`src/rtl/bit_deserializer16_pkg.sv`:
```
// bit_deserializer16_pkg: shared widths and state encoding for the bit deserializer
package bit_deserializer16_pkg;
  localparam int WIDTH = 16;
  localparam int IDX_W = 4;
  typedef enum logic {FILL, FULL} state_t;
endpackage

```
`src/rtl/bit_deserializer16_dec4to16_onehot.sv`:
```
// dec4to16_onehot: index to one-hot write enable, all zeros when disabled
module dec4to16_onehot
  import bit_deserializer16_pkg::*;
(
  input  logic [IDX_W-1:0] idx,
  input  logic             en,
  output logic [WIDTH-1:0] onehot
);
  always_comb onehot = en ? WIDTH'(1) << idx : '0;
endmodule

```
`src/rtl/bit_deserializer16.sv`:
```
// bit_deserializer16: collects serial bits LSB first into a 16-bit word on a valid/ready port
module bit_deserializer16
  import bit_deserializer16_pkg::*;
(
  input  logic             clk,
  input  logic             rst_n,
  input  logic             clear,
  input  logic             in_valid,
  input  logic             in_bit,
  input  logic             in_last,
  output logic             in_ready,
  output logic             out_valid,
  output logic [WIDTH-1:0] out_word,
  output logic [IDX_W:0]   out_count,
  input  logic             out_ready
);
  state_t           state_q, state_d;
  logic [IDX_W-1:0] idx_q, idx_d;
  logic [WIDTH-1:0] shreg_q, shreg_d, word_q, word_d, wen, staged;
  logic [IDX_W:0]   count_q, count_d;
  logic             acc, done;
  assign in_ready  = state_q == FILL || out_ready;
  assign acc       = in_valid && in_ready && !clear;
  assign out_valid = state_q == FULL;
  assign out_word  = word_q;
  assign out_count = count_q;
  dec4to16_onehot u_dec (.idx(idx_q), .en(acc), .onehot(wen));
  // staging is zeroed on every copy-out, so bits above idx are already 0 here
  always_comb begin
    staged  = (shreg_q & ~wen) | (wen & {WIDTH{in_bit}});
    done    = acc && (idx_q == IDX_W'(WIDTH - 1) || in_last);
    state_d = clear ? FILL : done ? FULL : out_ready ? FILL : state_q;
    idx_d   = (clear || done) ? '0 : acc ? idx_q + IDX_W'(1) : idx_q;
    shreg_d = (clear || done) ? '0 : staged;
    word_d  = clear ? '0 : done ? staged : word_q;
    count_d = clear ? '0 : done ? {1'b0, idx_q} + (IDX_W + 1)'(1) : count_q;
  end
  always_ff @(posedge clk) begin
    if (!rst_n) begin
      state_q <= FILL;
      idx_q   <= '0;
      shreg_q <= '0;
      word_q  <= '0;
      count_q <= '0;
    end else begin
      state_q <= state_d;
      idx_q   <= idx_d;
      shreg_q <= shreg_d;
      word_q  <= word_d;
      count_q <= count_d;
    end
  end
endmodule

```
`config.mk`:
```
export PLATFORM = sky130hd
export DESIGN_NAME = bit_deserializer16
export DESIGN_NICKNAME = d
export VERILOG_FILES = /design/src/rtl/bit_deserializer16_pkg.sv /design/src/rtl/bit_deserializer16_dec4to16_onehot.sv /design/src/rtl/bit_deserializer16.sv
export SDC_FILE = /design/constraint.sdc
export NUM_CORES = 1
export LEC_CHECK = 0
export ABC_AREA = 1
export BUFFER_PORTS_ARGS = -buffer_cell sky130_fd_sc_hd__buf_2
export CELL_PAD_IN_SITES_DETAIL_PLACEMENT = 1
export CELL_PAD_IN_SITES_GLOBAL_PLACEMENT = 1
export CORE_ASPECT_RATIO = 1.25
export CORE_MARGIN = 1.5
export CORE_UTILIZATION = 41
export CTS_BUF_LIST = sky130_fd_sc_hd__clkbuf_2 sky130_fd_sc_hd__clkbuf_4 sky130_fd_sc_hd__clkbuf_8
export DETAILED_ROUTE_END_ITERATION = 16
export HOLD_SLACK_MARGIN = 0.08
export MAX_ROUTING_LAYER = met4
export PLACE_DENSITY_LB_ADDON = 0.2
export SYNTH_ARGS = -nofsm -noshare
export SYNTH_HDL_FRONTEND = slang
export SYNTH_HIERARCHICAL = 1
export SYNTH_SLANG_ARGS = --single-unit
```
`constraint.sdc`:
```
create_clock -name clk -period 1.8 [get_ports clk]
set_input_delay 0.36 -clock clk [delete_from_list [all_inputs] [get_ports clk]]
set_output_delay 0.36 -clock clk [all_outputs]
set_load 0.02 [all_outputs]
```
Word-level counts from Yosys, hierarchy flattened. Cells that the tools add are included.

Output and inout port bits: 23. Logic and storage cells: 28. Input bits: 7. Register bits: 42.

Bitwise operators: 6. Shift-type cells: 1. Reduce and logical (&&, ||, !) cells: 10. Add/sub/neg operators: 2. Muxes and demuxes: 3. Equality and inequality tests: 1.

Operator list (number): $and 16x16->16 (2); $mux 16 (1); $not 16->16 (1); $or 16x16->16 (1); $shl 1x4->16 const A (1); $add 4x1->5 const B (1); $add 4x1->4 const B (1); $eq 4x4->1 const B (1); $reduce_or 2->1 (2); $logic_and 1x1->1 (3); $logic_or 1x1->1 (3); $mux 1 (2); $not 1->1 (2); $reduce_bool 2->1 (1); $logic_not 1->1 (1).

Logic depth before layout (Yosys ltp).
Depth in word-level cells: 8. Depth in mapped cells: 12. Mapped depth without buffers: 11.

By module. The synthesis kept the hierarchy.

Modules (own cells, without submodules): bit_deserializer16 (sequential area each 840.8 µm², cells an instance 218, times used 1, area an instance 1687.9 µm²); dec4to16_onehot (sequential area each 0.0 µm², cells an instance 31, times used 1, area an instance 126.4 µm²).

Worst setup path before layout. No wires, ideal clock.

Path kind: in2reg. Start point: in clear. End point: reg word_q[0] (netlist: out_word[0]). Path slack: 0.234 ns. Path buffers: 1. Required time: 1.685 ns. Library setup time: 0.115 ns. Data arrival time: 1.451 ns. Stages: 11. Cell sequence: inv_2 nand2_1 nor2_2 buf_2 nand2_1 nor2_1 nand2_1 nand2_1 nand3_1 nand2_1 nor2_1.

Cells in the longest elaborated chain, start to end: 6. Elaborated cells between the ends (all ways): 9. Classes of those cells: 1 x mux; 4 x bitwise; 4 x reduce/logical.

Ends and longest elaborated chain: start: declaration (RTL line bit_deserializer16.sv:7) `input logic clear,`; $logic_not 1->1 (*) (RTL line bit_deserializer16.sv:23) `assign acc = in_valid && in_ready && !clear;`; $logic_and 1x1->1 (*) (RTL line bit_deserializer16.sv:23); named net acc (RTL line bit_deserializer16.sv:21) `logic acc, done;`; $mux 16 (*) (RTL line bit_deserializer16_dec4to16_onehot.sv:9) `always_comb onehot = en ? WIDTH'(1) << idx : '0;`; named net wen[0] (RTL line bit_deserializer16.sv:19) `logic [WIDTH-1:0] shreg_q, shreg_d, word_q, word_d, wen, staged;`; $not 16->16 (RTL line bit_deserializer16.sv:30) `staged = (shreg_q & ~wen) | (wen & {WIDTH{in_bit}});`; $and 16x16->16 (RTL line bit_deserializer16.sv:30); $or 16x16->16 (*) (RTL line bit_deserializer16.sv:30); end signal: assignment (RTL line bit_deserializer16.sv:49) `word_q <= word_d;`; end: declaration (RTL line bit_deserializer16.sv:19).

Mark *: on every way through the listed nets, which the timed path passes. The rest lies on a longest branch. A chain may end at the register's enable or synchronous reset.

Final worst setup path.
Start point: reg state_q (netlist: out_valid). End point: reg word_q[1] (netlist: out_word[1]).

Cells in the longest elaborated chain, start to end: 8. Elaborated cells between the ends (all ways): 10. Classes of those cells: 1 x mux; 5 x bitwise; 4 x reduce/logical.

Ends and longest elaborated chain: start: declaration (RTL line bit_deserializer16.sv:17) `state_t state_q, state_d;`; start signal: assignment (RTL line bit_deserializer16.sv:46) `state_q <= state_d;`; $not 1->1 (*) (RTL line bit_deserializer16.sv:22) `assign in_ready = state_q == FILL || out_ready;`; $logic_or 1x1->1 (*) (RTL line bit_deserializer16.sv:22); $logic_and 1x1->1 (*) (2 in a row) (RTL line bit_deserializer16.sv:23); $mux 16 (*) (RTL line bit_deserializer16_dec4to16_onehot.sv:9); named net wen[1] (RTL line bit_deserializer16.sv:19); $not 16->16 (RTL line bit_deserializer16.sv:30); $and 16x16->16 (RTL line bit_deserializer16.sv:30); $or 16x16->16 (*) (RTL line bit_deserializer16.sv:30).

Marks and branches as above.

==> flow_summary.json <==
{
  "dieArea_mm2": 0.00484,
  "synth-seq-area-share_pct": 46.3,
  "syn_avg_cell_area_um2": 7.29,
  "wl_mm": 4.47,
  "cp_max_fo": 8,
  "p_clk_share_pct": 46.9,
  "start_util_pct": 43.6,
  "drc": 0,
  "gp_congestion": 0.848,
  "grt_max_degree": 22,
  "cts_inserted_buffers": 5,
  "fin_crit_sh_pct": 84.3,
  "pwr-share-seq_pct": 47.5,
  "min_from": "rst_n",
  "dp.cells": 332,
  "critPathLaunch": "out_valid",
  "finalInstanceArea_mm2": 0.00216,
  "synth_compound_area_share_pct": 6.76,
  "final-hold-violation-count": 0,
  "cpPeakStageDelay_ns": 0.32,
  "cts_sinks": 42,
  "cts_buffer_depth": 2,
  "cp-start-kind": "register",
  "crit_type": "register to register",
  "vias_per_cell": 5.00,
  "synth_mux_area_share_pct": 0,
  "io_buffers": 29,
  "placed_area_mm2": 0.00201,
  "cp.required_ns": 2.00,
  "hp-class": "input port to register",
  "firstDrtPassIters": 4,
  "ys_seq_elements": 42,
  "cts_resized": 0,
  "cpMostUsedCell": "nand2_1",
  "antenna_found_initial": 0,
  "grt_pass1_vias": 1738,
  "routedWlPerCell_um": 13.2,
  "fp.dieH_um": 77.4,
  "h-tree-depth": 2,
  "path_clk_slew_ns": 0.08,
  "synth_adder_area_share_pct": 0.690,
  "drv_cap": 0,
  "tightest_slew_ns": 0.526,
  "overflow": 0,
  "grt_pass1_wl_mm": 7.74,
  "synth_cell_types": 23,
  "syn_nets": 257,
  "clk-insertion-delay-late_ns": 0.30,
  "drt_iter0_drc": 43,
  "chipWidth_um": 62.5,
  "max_freq_ghz": 0.659,
  "core_area_mm2": 0.00416,
  "cp_slowest_cell": "dfxtp_1",
  "fin_skew_ns": 0.00386,
  "drtAntennaViolNets": 0,
  "outcome": "finished, final reports clean",
  "endpoint_kind": "register",
  "diodes": 0,
  "synth-xor-area-share_pct": 0,
  "arrival_ns": 1.72,
  "rsz0062_at_grt": "no",
  "place_hpwl_mm": 3.21,
  "cts_setup_buffers": 0,
  "power_density_mw_per_mm2": 916,
  "setup_viol": 0,
  "leakagePower_nw": 1.05,
  "p_switching_w": 0.000417,
  "grt_usage_pct": 21.0,
  "final_period_minus_worst_setup_slack_ns": 1.52,
  "final_cells": 340,
  "fin_setup_tns_ns": 0,
  "peakVddDrop_v": 0.000570,
  "ys_warn_count": 6,
  "areaGrowthSynthToFinish_pct": 18.8,
  "pwr-share-comb_pct": 5.6,
  "dr_total_vias": 1700,
  "drv_slew": 0,
  "synth_simple_gate_area_share_pct": 37.9,
  "power.share.switching_pct": 21.1,
  "slew_headroom_pct": 64.9,
  "synthesis.area_mm2": 0.00181,
  "postCtsHoldBufs": 0,
  "num_io_pins": 30,
  "synth_top_family_by_area": "simple AND/OR/NAND/NOR gates",
  "cts_root_buf": "clkbuf_8",
  "num_rows": 26,
  "final_nets": 291,
  "rr_startpoint": "out_valid",
  "drive_gt1_share_pct": 19.7,
  "cts_tree": "yes",
  "internal_power_w": 0.00156,
  "cp_cell_sequence": "inv_1, nor2_1, nor2_2, nand2_1, nor2_1, nand2_1, nand2_1, nand3_1, nand2_1, nor2_1",
  "syn_inst": 249
}
## critical path, delay by kind of cell (launching register included)
family | cells | cell delay (ns)
buffers and inverters | 1 | 0.05
AND/OR/NAND/NOR | 9 | 1.03
flip-flops | 1 | 0.32
## flip-flops by register name, summed over array words and instances, names as in the netlist
name	cells
out_count	5
shreg_q	16
out_word	16
out_valid	1
idx_q	4
## per-stage QoR
stage          setup slack [ns]  util, %  total power, W  hold WS (ns)
2_1_floorplan             0.234        -         0.00104         0.499
3_3_place_gp              0.152     48.3         0.00107         0.455
3_5_place_dp              0.107     48.3         0.00107         0.462
4_1_cts                   0.288     51.8         0.00200         0.333
5_1_grt                  0.0938     51.8         0.00206         0.347
6_report                  0.282     51.8         0.00197         0.337
## cells in the mapped netlist
cell type   n  area share (%)
nand3_1    29             8.0
buf_2       1            0.28
buf_1       1            0.21
inv_1      18             3.7
a21oi_2     1            0.48
ha_1        1            0.69
nor2_4      1            0.62
dfxtp_1    42              46
nand2_2     1            0.35
nand4_1     1            0.35
a21oi_1    20             5.5
buf_6       5             3.1
nor2_1     39             8.1
and3_1     14             4.8
nand3_2     1            0.55
nand2_4     2             1.2
nor2_2      3             1.0
inv_2       1            0.21
clkinv_1    1            0.21
o21ai_1     1            0.28
clkbuf_1    3            0.62
o21ai_2     1            0.48
nand2_1    62              13
## path summary, 6_finish.rpt
kind,endpoint,slack (ns),cells past startpoint
setup / recovery,out_word[1],0.28,10
hold / removal,out_count[4],0.34,3
setup reg to reg,out_word[1],0.28,10
hold reg to reg,out_word[3],0.47,2
## cell families (layout without fill, tap and decap cells)
kind of cell	count (synthesis)	after routing
buffers and inverters	30	65
adder cells (fa/ha/maj)	1	1
AND/OR/NAND/NOR	153	153
flip-flops	42	42
AO/OA/AOI/OAI	23	23
## cell usage in the layout (no fill, tap or decap), drive strengths merged
cell type / netlist / final
a21oi: 21 / 21
and3: 14 / 14
buf: 7 / 37
bufinv: 0 / 2
clkbuf: 3 / 6
clkinv: 1 / 1
dfxtp: 42 / 42
ha: 1 / 1
inv: 19 / 19
nand2: 65 / 65
nand3: 30 / 30
nand4: 1 / 1
nor2: 43 / 43
o21ai: 2 / 2
## metal layers
layer,part of all wire [%],vias to the layer above,track usage (%)
li1,-,860,-
met1,42,811,21.8
met2,53,19,37.5
met3,3.0,10,5.80
met4,1.8,0,8.00
met5,0,-,-
## power groups by stage
stage / Combinational (W) / Sequential (W) / Clock, W
global placement: 0.000108 / 0.000959 / 0
global route: 0.000124 / 0.000938 / 0.000996
CTS: 0.000112 / 0.000937 / 0.000947
detailed placement: 0.000110 / 0.000960 / 0
floorplan: 0.0000731 / 0.000964 / 0
finish: 0.000110 / 0.000937 / 0.000926
## cell type report
class                           instances  area (um^2)
Clock buffer                            6         82.6
Clock inverter                          2         60.1
Fill cell                             585         2010
Inverter                               20         75.1
Multi-Input combinational cell        177          822
Sequential cell                        42          841
Tap cell                               56         70.1
Timing Repair Buffer                   37          205
Power figures use the tool's default switching activity.
